[src/rtl/fifo_flow_ctrl.sv]
// Synchronous FIFO with occupancy flags, sticky overflow/underflow errors and a
// hysteretic pause output driven by programmable almost-empty/almost-full watermarks.
module fifo_flow_ctrl #(
    parameter int FIFO_DEPTH     = 8,
    parameter int FIFO_WORD_SIZE = 10,
    parameter int FIFO_PTR_SIZE  = $clog2(FIFO_DEPTH)
) (
    input  logic                      clk,
    input  logic                      reset,
    input  logic                      init,
    input  logic [FIFO_PTR_SIZE-1:0]  almost_empty_threshold_input,
    input  logic [FIFO_PTR_SIZE-1:0]  almost_full_threshold_input,
    input  logic                      wr_en,
    input  logic [FIFO_WORD_SIZE-1:0] data_in,
    input  logic                      rd_en,
    output logic [FIFO_WORD_SIZE-1:0] data_out,
    output logic                      valid,
    output logic [FIFO_PTR_SIZE:0]    count,
    output logic                      empty_flag,
    output logic                      full_flag,
    output logic                      almost_empty_flag,
    output logic                      almost_full_flag,
    output logic                      overflow_err,
    output logic                      underflow_err,
    output logic                      pause
);

    localparam logic [FIFO_PTR_SIZE:0]   DEPTH_C  = (FIFO_PTR_SIZE+1)'(FIFO_DEPTH);
    localparam logic [FIFO_PTR_SIZE-1:0] AE_RST_C = FIFO_PTR_SIZE'(2);
    localparam logic [FIFO_PTR_SIZE-1:0] AF_RST_C = FIFO_PTR_SIZE'(FIFO_DEPTH - 2);

    typedef enum logic {RUN, PAUSE} state_e;

    logic [FIFO_WORD_SIZE-1:0] mem_q [FIFO_DEPTH];
    logic [FIFO_PTR_SIZE:0]    wr_ptr_q, rd_ptr_q;
    logic [FIFO_WORD_SIZE-1:0] data_out_q;
    logic                      valid_q;
    logic                      ovf_q, ovf_d, udf_q, udf_d;
    logic [FIFO_PTR_SIZE-1:0]  ae_th_q, af_th_q;
    logic [FIFO_PTR_SIZE:0]    ae_ext, af_ext;
    state_e                    state_q, state_d;
    logic                      push_ok, pop_ok;

    // Pointers carry an extra wrap bit so full and empty are distinguishable.
    assign count   = wr_ptr_q - rd_ptr_q;
    assign ae_ext  = {1'b0, ae_th_q};
    assign af_ext  = {1'b0, af_th_q};
    assign pop_ok  = rd_en && (count != '0);
    assign push_ok = wr_en && ((count < DEPTH_C) || pop_ok);

    assign ovf_d = init ? 1'b0 : (ovf_q || (wr_en && !push_ok));
    assign udf_d = init ? 1'b0 : (udf_q || (rd_en && !pop_ok));

    always_ff @(posedge clk) begin
        if (push_ok) begin
            mem_q[wr_ptr_q[FIFO_PTR_SIZE-1:0]] <= data_in;
        end
    end

    always_ff @(posedge clk) begin
        if (reset) begin
            wr_ptr_q   <= '0;
            rd_ptr_q   <= '0;
            data_out_q <= '0;
            valid_q    <= 1'b0;
            ovf_q      <= 1'b0;
            udf_q      <= 1'b0;
            ae_th_q    <= AE_RST_C;
            af_th_q    <= AF_RST_C;
        end else begin
            if (push_ok) begin
                wr_ptr_q <= wr_ptr_q + 1'b1;
            end
            if (pop_ok) begin
                rd_ptr_q   <= rd_ptr_q + 1'b1;
                data_out_q <= mem_q[rd_ptr_q[FIFO_PTR_SIZE-1:0]];
            end
            valid_q <= pop_ok;
            ovf_q   <= ovf_d;
            udf_q   <= udf_d;
            if (init) begin
                ae_th_q <= almost_empty_threshold_input;
                af_th_q <= almost_full_threshold_input;
            end
        end
    end

    always_ff @(posedge clk) begin
        if (reset) begin
            state_q <= RUN;
        end else begin
            state_q <= state_d;
        end
    end

    // Hysteresis: assert at the high watermark, release only at the low one.
    always_comb begin
        state_d = state_q;
        case (state_q)
            RUN:     if ((count >= af_ext) || (count == DEPTH_C)) state_d = PAUSE;
            PAUSE:   if (count <= ae_ext) state_d = RUN;
            default: state_d = RUN;
        endcase
    end

    always_comb begin
        pause = (state_q == PAUSE);
    end

    assign data_out          = data_out_q;
    assign valid             = valid_q;
    assign overflow_err      = ovf_q;
    assign underflow_err     = udf_q;
    assign empty_flag        = reset || (count == '0);
    assign full_flag         = !reset && (count == DEPTH_C);
    assign almost_empty_flag = !reset && (count != '0) && (count <= ae_ext);
    assign almost_full_flag  = !reset && (count >= af_ext) && (count < DEPTH_C);

endmodule

[config.mk]
export PLATFORM = sky130hd
export DESIGN_NAME = fifo_flow_ctrl
export DESIGN_NICKNAME = d
export VERILOG_FILES = /design/src/rtl/fifo_flow_ctrl.sv
export SDC_FILE = /design/constraint.sdc
export NUM_CORES = 1
export LEC_CHECK = 0
export BUFFER_PORTS_ARGS = -buffer_cell sky130_fd_sc_hd__buf_2
export CAP_MARGIN = 5
export CORE_MARGIN = 1.5
export CORE_UTILIZATION = 60
export CTS_BUF_LIST = sky130_fd_sc_hd__clkbuf_16
export DETAILED_ROUTE_END_ITERATION = 7
export PLACE_DENSITY = 0.93
export SLEW_MARGIN = 20
export SYNTH_ARGS = -nofsm -noshare
export SYNTH_HDL_FRONTEND = slang
export SYNTH_SLANG_ARGS = --single-unit
[constraint.sdc]
create_clock -name clk -period 7.75 [get_ports clk]
set_clock_uncertainty 0.05 [all_clocks]
set_input_delay 0.3875 -clock clk [delete_from_list [all_inputs] [get_ports clk]]
set_output_delay 0.3875 -clock clk [all_outputs]
set_load 0.005 [all_outputs]
==> impl_metrics.ini, run 1 <==
[placement]
gp_congestion = 0.789
io_buffer_count = 42
dp.final_hpwl_um = 5320

[clock_network]
cts_tree = yes
clk_pin_slew_ns = 0.07
cts_resized = 0
hold_buffers = 0
post-cts-setup-buffers = 0
cts.sinks = 108
clock_latency_ns = 0.35
clock-root-buffer = clkbuf_16
cts_made_buffers = 9
cts_buffer_depth = 2
cts_max_level = 3

[floorplanning]
dieArea_sq_um = 7940
ios = 43
die_h_um = 89.1
die_width_um = 89.1
start_util_pct = 61.6
num_rows = 31
core_area_sq_um = 7210

[min_path]
hp-class = in -> reg
hold_path.startpoint = almost_empty_threshold_input[1]

[routing]
vias_per_cell = 5.97
antenna_left = 0
drc = 0
drt_iter0_drc = 178
wl_per_cell_um = 19.7
routed_wl_um = 8580
dr.pass1.iters = 5
vias = 2595

[synth]
synthFlopType = edfxtp_1
synth.area.top_cells = edfxtp_1 (54%), dfxtp_1 (13%), mux4_2 (10%)
synth_common_cells = edfxtp_1 (80), dfxtp_1 (28), nand2_1 (26)
ys_types = 42
ys_seq_elements = 108
synth_cells = 284
yosysMostFrequentCell = edfxtp_1
syn_area_sq_um = 4450
synth_area_leader_cell = edfxtp_1
synth_edf_count = 80
synth_top_cell_area_share_pct = 54.0
syn_area_per_cell_sq_um = 15.7
yosysWarningCount = 0
synth-async-reset-ratio_pct = 0
syn_nets = 317
ys_seq_area_share_pct = 66.6

[timing]
fin_crit_sh_pct = 48.9
worstMarginPinSlew_ns = 1.09
rsz0062_at_grt = false
period_needed_ns = 3.79
tns_ns = 0
finalHoldViolCount = 0
setup_viol = 0
fmax_mhz = 264
slew_headroom_pct = 27.1
slew_violations = 0

[setup_path]
cp_cell_sequence = inv_1 -> fa_1 -> xor2_1 -> ha_1 -> o21ai_0 -> a32oi_1 -> nor4_1 -> buf_2
startpoint_type = flip-flop
worstPathArrival_ns = 3.36
cp.required_ns = 7.31
slowest_stage = dfxtp_1
path_max_fanout = 24
critical_path_class = reg -> out
rr_startpoint = rd_ptr_q[1]$_SDFFE_PP0P_
crit_path_end_kind = output pin
max_stage_delay_ns = 1.05
critPathLaunch = rd_ptr_q[1]$_SDFFE_PP0P_

[global_routing]
grt_pass1_vias = 2577
grt_use_total_pct = 23.5
antenna_found_initial = 0
gr-total-overflow = 0
grt_pass1_wl_um = 13100
grt_max_degree = 28

[power]
p_per_area_nw_per_um2 = 335
p_leak_nw = 1.87
ir_drop_uv = 193

[final_layout]
antenna_cells = 0
nets = 364
area.growth.synth_to_final_pct = 14.4
drive_above_1_share_pct = 29.5
fin_util_pct = 70.5
nFillCells = 461

[run_status]
status = complete, no violations

[job]
drv_cap = 0
-- critical path, delay by kind of cell (launching register included) --
kind,cells,cell delay (ns)
flops,1,1.05
compound gates,2,0.22
simple gates,1,0.17
fa+ha+maj,2,0.81
buf+inv,2,0.36
xor+xnor,1,0.40
-- cells in the final DEF, fill, tap and decap left out, drive strengths merged --
master    instances
clkbuf            9
clkinv            1
dfxtp            28
nand3b            1
edfxtp           80
and3              3
and2              2
xor2              2
xnor2             3
nand3             3
nor4              2
nor3b             2
buf              49
nand2            26
nand2b            1
inv              20
clkinvlp          1
a31oi             3
mux2              1
or3               1
a311oi           10
nor3              7
or2               1
fa                1
nor2b             2
mux2i             6
nor2             18
o211ai            3
o31ai             1
and3b             1
a32oi             1
mux4             20
nor4b             2
ha               11
a21o              5
o21ai             3
a21oi             6
-- cell families (layout without fill, tap and decap cells) --
family | count (synthesis) | after routing | synth area share, %
flops | 108 | 108 | 66.6
simple gates | 72 | 72 | 7.96
compound gates | 32 | 32 | 6.47
buf+inv | 28 | 80 | 2.67
mux | 27 | 27 | 11.7
fa+ha+maj | 12 | 12 | 3.55
xor+xnor | 5 | 5 | 0.985
-- path summary, 6_finish.rpt --
| kind | endpoint | slack [ns] | depth (start not counted) |
|---|---|---|---|
| setup / recovery | almost_empty_flag | 3.96 | 8 |
| hold / removal | ae_th_q[1]$_SDFFE_PP1P_ | 0.22 | 3 |
| setup reg to reg | mem_q[5][7]$_DFFE_PP_ | 4.06 | 8 |
| hold reg to reg | ae_th_q[1]$_SDFFE_PP1P_ | 0.45 | 2 |
-- sequential cells by signal, indices dropped and copies added (netlist names) --
register / cells
mem_q: 80
valid: 1
ae_th_q: 3
data_out: 10
rd_ptr_q: 4
pause: 1
wr_ptr_q: 4
overflow_err: 1
af_th_q: 3
underflow_err: 1
-- area by class of cell --
type	count	area, sq um	share of cell area, %
flip-flops and latches	108	2960	58.2
multi-input cells	148	1390	27.4
repair buffers	49	263	5.16
clock buffers	9	225	4.43
well taps	99	124	2.43
clock inverters	7	63.8	1.25
inverters	15	56.3	1.11
-- power by group --
group          switching (mW)  leakage, nW  internal [mW]
registers              0.0477        0.956          0.692
clock network           0.220        0.142          0.227
logic                   0.276        0.767          0.240
total                   0.543         1.87           1.16
-- through the flow --
stage	power (mW)	instances	hold slack (ns)	area [sq um]	setup slack (ns)
after floorplan	1.11	284	0.410	4450	4.42
after global placement	1.23	419	0.423	4790	4.18
after detailed placement	1.26	419	0.435	4790	4.05
after CTS	1.71	435	0.206	5080	3.98
after global routing	1.79	435	0.232	5090	3.77
final	1.70	435	0.215	5090	3.96
-- routing by layer --
layer  routed length (um)  part of all wire [%]  vias up  GRT usage [%]
met4                  260                   3.0        0           14.1
li1                     -                     -     1175              -
met1                 3250                    38     1297           28.8
met3                  486                   5.7       23           4.71
met2                 4580                    53      100           38.8
met5                    0                     0        -              0
Power figures use the tool's default switching activity.
==> run 2, diff against run 1 <==
--- a/config.mk
+++ b/config.mk
@@ -5,13 +5,14 @@
 export SDC_FILE = /design/constraint.sdc
 export NUM_CORES = 1
 export LEC_CHECK = 0
+export ABC_AREA = 1
 export BUFFER_PORTS_ARGS = -buffer_cell sky130_fd_sc_hd__buf_2
 export CAP_MARGIN = 5
 export CORE_MARGIN = 1.5
-export CORE_UTILIZATION = 60
+export CORE_UTILIZATION = 59
 export CTS_BUF_LIST = sky130_fd_sc_hd__clkbuf_16
 export DETAILED_ROUTE_END_ITERATION = 7
-export PLACE_DENSITY = 0.93
+export PLACE_DENSITY = 0.91
 export SLEW_MARGIN = 20
 export SYNTH_ARGS = -nofsm -noshare
 export SYNTH_HDL_FRONTEND = slang
==> constraint.sdc (replaced) <==
create_clock -name clk -period 3.69 [get_ports clk]
set_clock_uncertainty 0.05 [all_clocks]
set_input_delay 0.1845 -clock clk [delete_from_list [all_inputs] [get_ports clk]]
set_output_delay 0.1845 -clock clk [all_outputs]
set_load 0.005 [all_outputs]
==> impl_metrics.ini, run 2 <==
[clock_network]
cts_made_buffers = 9
clock-root-buffer = clkbuf_16
cts_resized = 0
cts_buffer_depth = 2
post-cts-setup-buffers = 0
cts_tree = yes
clock_latency_ns = 0.34
cts.sinks = 108
hold_buffers = 0
cts_max_level = 3
clk_pin_slew_ns = 0.07

[global_routing]
antenna_found_initial = 0
grt_use_total_pct = 25.8
gr-total-overflow = 0
grt_pass1_vias = 3317
grt_pass1_wl_um = 16300
grt_max_degree = 46

[final_layout]
nets = 544
fin_cells = 618
final_common_cell = nor2_1
final_cell_mix = nor2_1 (104), nand2_1 (82), edfxtp_1 (80)
design_area_sq_um = 5220
drive_above_1_share_pct = 14.0
area.growth.synth_to_final_pct = 11.8
antenna_cells = 0
largest_reg_flops = 80

[job]
drv_cap = 0

[placement]
place_inst = 602
dp.final_hpwl_um = 6880
dpl_worst_slack_ns = 0.463
gp_congestion = 0.855
place_area_sq_um = 4940
io_buffer_count = 42

[setup_path]
max_stage_delay_ns = 0.68
cp_cell_sequence = inv_1 -> ha_1 -> a21oi_1 -> nand3_1 -> nand3_1 -> nand2_1 -> inv_2 -> nand2_1 -> nor2_1
critPathTopFamily = simple AND/OR/NAND/NOR gates
slowest_stage = nor2_1
crit_buf_inv = 2
cp.required_ns = 3.61
crit_path_end_kind = flip-flop
critical_path_class = reg -> reg
worstPathArrival_ns = 3.26
path_max_fanout = 14
startpoint_type = flip-flop
r2r_slack_ns = 0.35

[routing]
drt_iter0_drc = 376
antenna_left = 0
vias = 3508
vias_per_cell = 5.68
drc = 0
wl_per_cell_um = 16.4
routed_wl_um = 10100
dr.pass1.iters = 5

[synth]
synth_area_leader_cell = edfxtp_1
synth-async-reset-ratio_pct = 0
synth_xor_area_share_pct = 0.750
syn_area_sq_um = 4670
synthFlopType = edfxtp_1
synth_fa_ha_area_share_pct = 3.38
ys_seq_elements = 108
synth.area.top_cells = edfxtp_1 (51%), dfxtp_1 (12%), nor2_1 (8.4%)
ys_types = 26
synth_edf_count = 80
syn_area_per_cell_sq_um = 9.83
synth_mux_area_share_pct = 0
synth_cells = 475
synth_top_family_by_area = simple AND/OR/NAND/NOR gates
syn_nets = 508
synth_compound_area_share_pct = 8.84
synth_common_cells = nor2_1 (104), nand2_1 (82), edfxtp_1 (80)
yosysMostFrequentCell = nor2_1
ys_seq_area_share_pct = 63.5
synth_top_cell_area_share_pct = 51.4
synth-simple-area-share_pct = 18.5
yosysWarningCount = 0

[timing]
fmax_mhz = 299
period_needed_ns = 3.34
fin_crit_sh_pct = 90.6
worstMarginPinSlew_ns = 0.865
slew_headroom_pct = 42.1
slew_violations = 0
setup_viol = 0
setup_ws_ns = 0.348
tns_ns = 0
finalHoldViolCount = 0
rsz0062_at_grt = false

[floorplanning]
dieArea_sq_um = 8460
num_rows = 32
core_area_sq_um = 7690
die_width_um = 92.0
ios = 43
start_util_pct = 60.7
die_h_um = 92.0

[run_status]
status = complete, no violations

[power]
p_leak_nw = 2.13
ir_drop_uv = 320
p_per_area_nw_per_um2 = 653

[min_path]
hp-class = in -> reg
-- run 2: changes by cell type in the layout (fill, tap and decap cells not counted), moves of 6 or more --
cell	before	now
mux2i_1	6	0
nor2_1	18	104
nand3_1	3	16
o21ai_0	2	54
o21ai_1	1	14
mux4_2	20	0
nand2_1	26	82
inv_1	15	33
-- run 2: per-layer routing --
layer / up-vias / share of wire, % / track usage [%]
met5: - / 0 / 0
met4: 0 / 3.7 / 13.1
met3: 34 / 9.4 / 5.72
met1: 1633 / 41 / 33.6
li1: 1647 / - / -
met2: 194 / 46 / 41.0
-- run 2: where the power goes --
part	internal [mW]	switching [mW]	total, mW
Combinational	0.348	0.683	1.03
Sequential	1.41	0.0518	1.47
Clock	0.496	0.415	0.911
-- run 2: per-stage QoR --
stage / hold WS, ns / util (%) / power, mW
final: 0.0103 / 67.9 / 3.41
after detailed placement: 0.361 / 64.2 / 2.50
after global routing: 0.0209 / 67.9 / 3.61
after global placement: 0.344 / 64.2 / 2.44
after floorplan: 0.233 / - / 2.20
after CTS: 0.00111 / 67.9 / 3.40
-- run 2: kinds of logic (layout without fill, tap and decap cells) --
| family | count (synthesis) | after routing |
|---|---|---|
| buffers and inverters | 58 | 99 |
| AO/OA/AOI/OAI | 81 | 81 |
| XOR/XNOR | 4 | 4 |
| AND/OR/NAND/NOR | 212 | 212 |
| adder cells (fa/ha/maj) | 12 | 12 |
| flip-flops | 108 | 108 |
-- run 2: cell type report --
| cell class | count | area [sq um] |
|---|---|---|
| Clock buffer | 10 | 250 |
| Clock inverter | 6 | 35.0 |
| Fill cell | 563 | 2460 |
| Inverter | 37 | 139 |
| Multi-Input combinational cell | 309 | 1470 |
| Sequential cell | 108 | 2960 |
| Tap cell | 102 | 128 |
| Timing Repair Buffer | 46 | 240 |
-- run 2: path summary, 6_finish.rpt --
| path | to | cells past startpoint | from |
|---|---|---|---|
| worst max-delay path | mem_q[2][5]$_DFFE_PP_ | 9 | rd_ptr_q[2]$_SDFFE_PP0P_ |
| worst min-delay path | af_th_q[2]$_SDFFE_PP1P_ | 3 | almost_full_threshold_input[2] |
| worst min register to register | underflow_err$_SDFF_PP0_ | 2 | underflow_err$_SDFF_PP0_ |
| worst max register to register | mem_q[2][5]$_DFFE_PP_ | 9 | rd_ptr_q[2]$_SDFFE_PP0P_ |
-- run 2: tightest hold or removal path, stage by stage --
cell and delay, ns:
buf_2 0.08, a21oi_1 0.04, o21ai_0 0.06
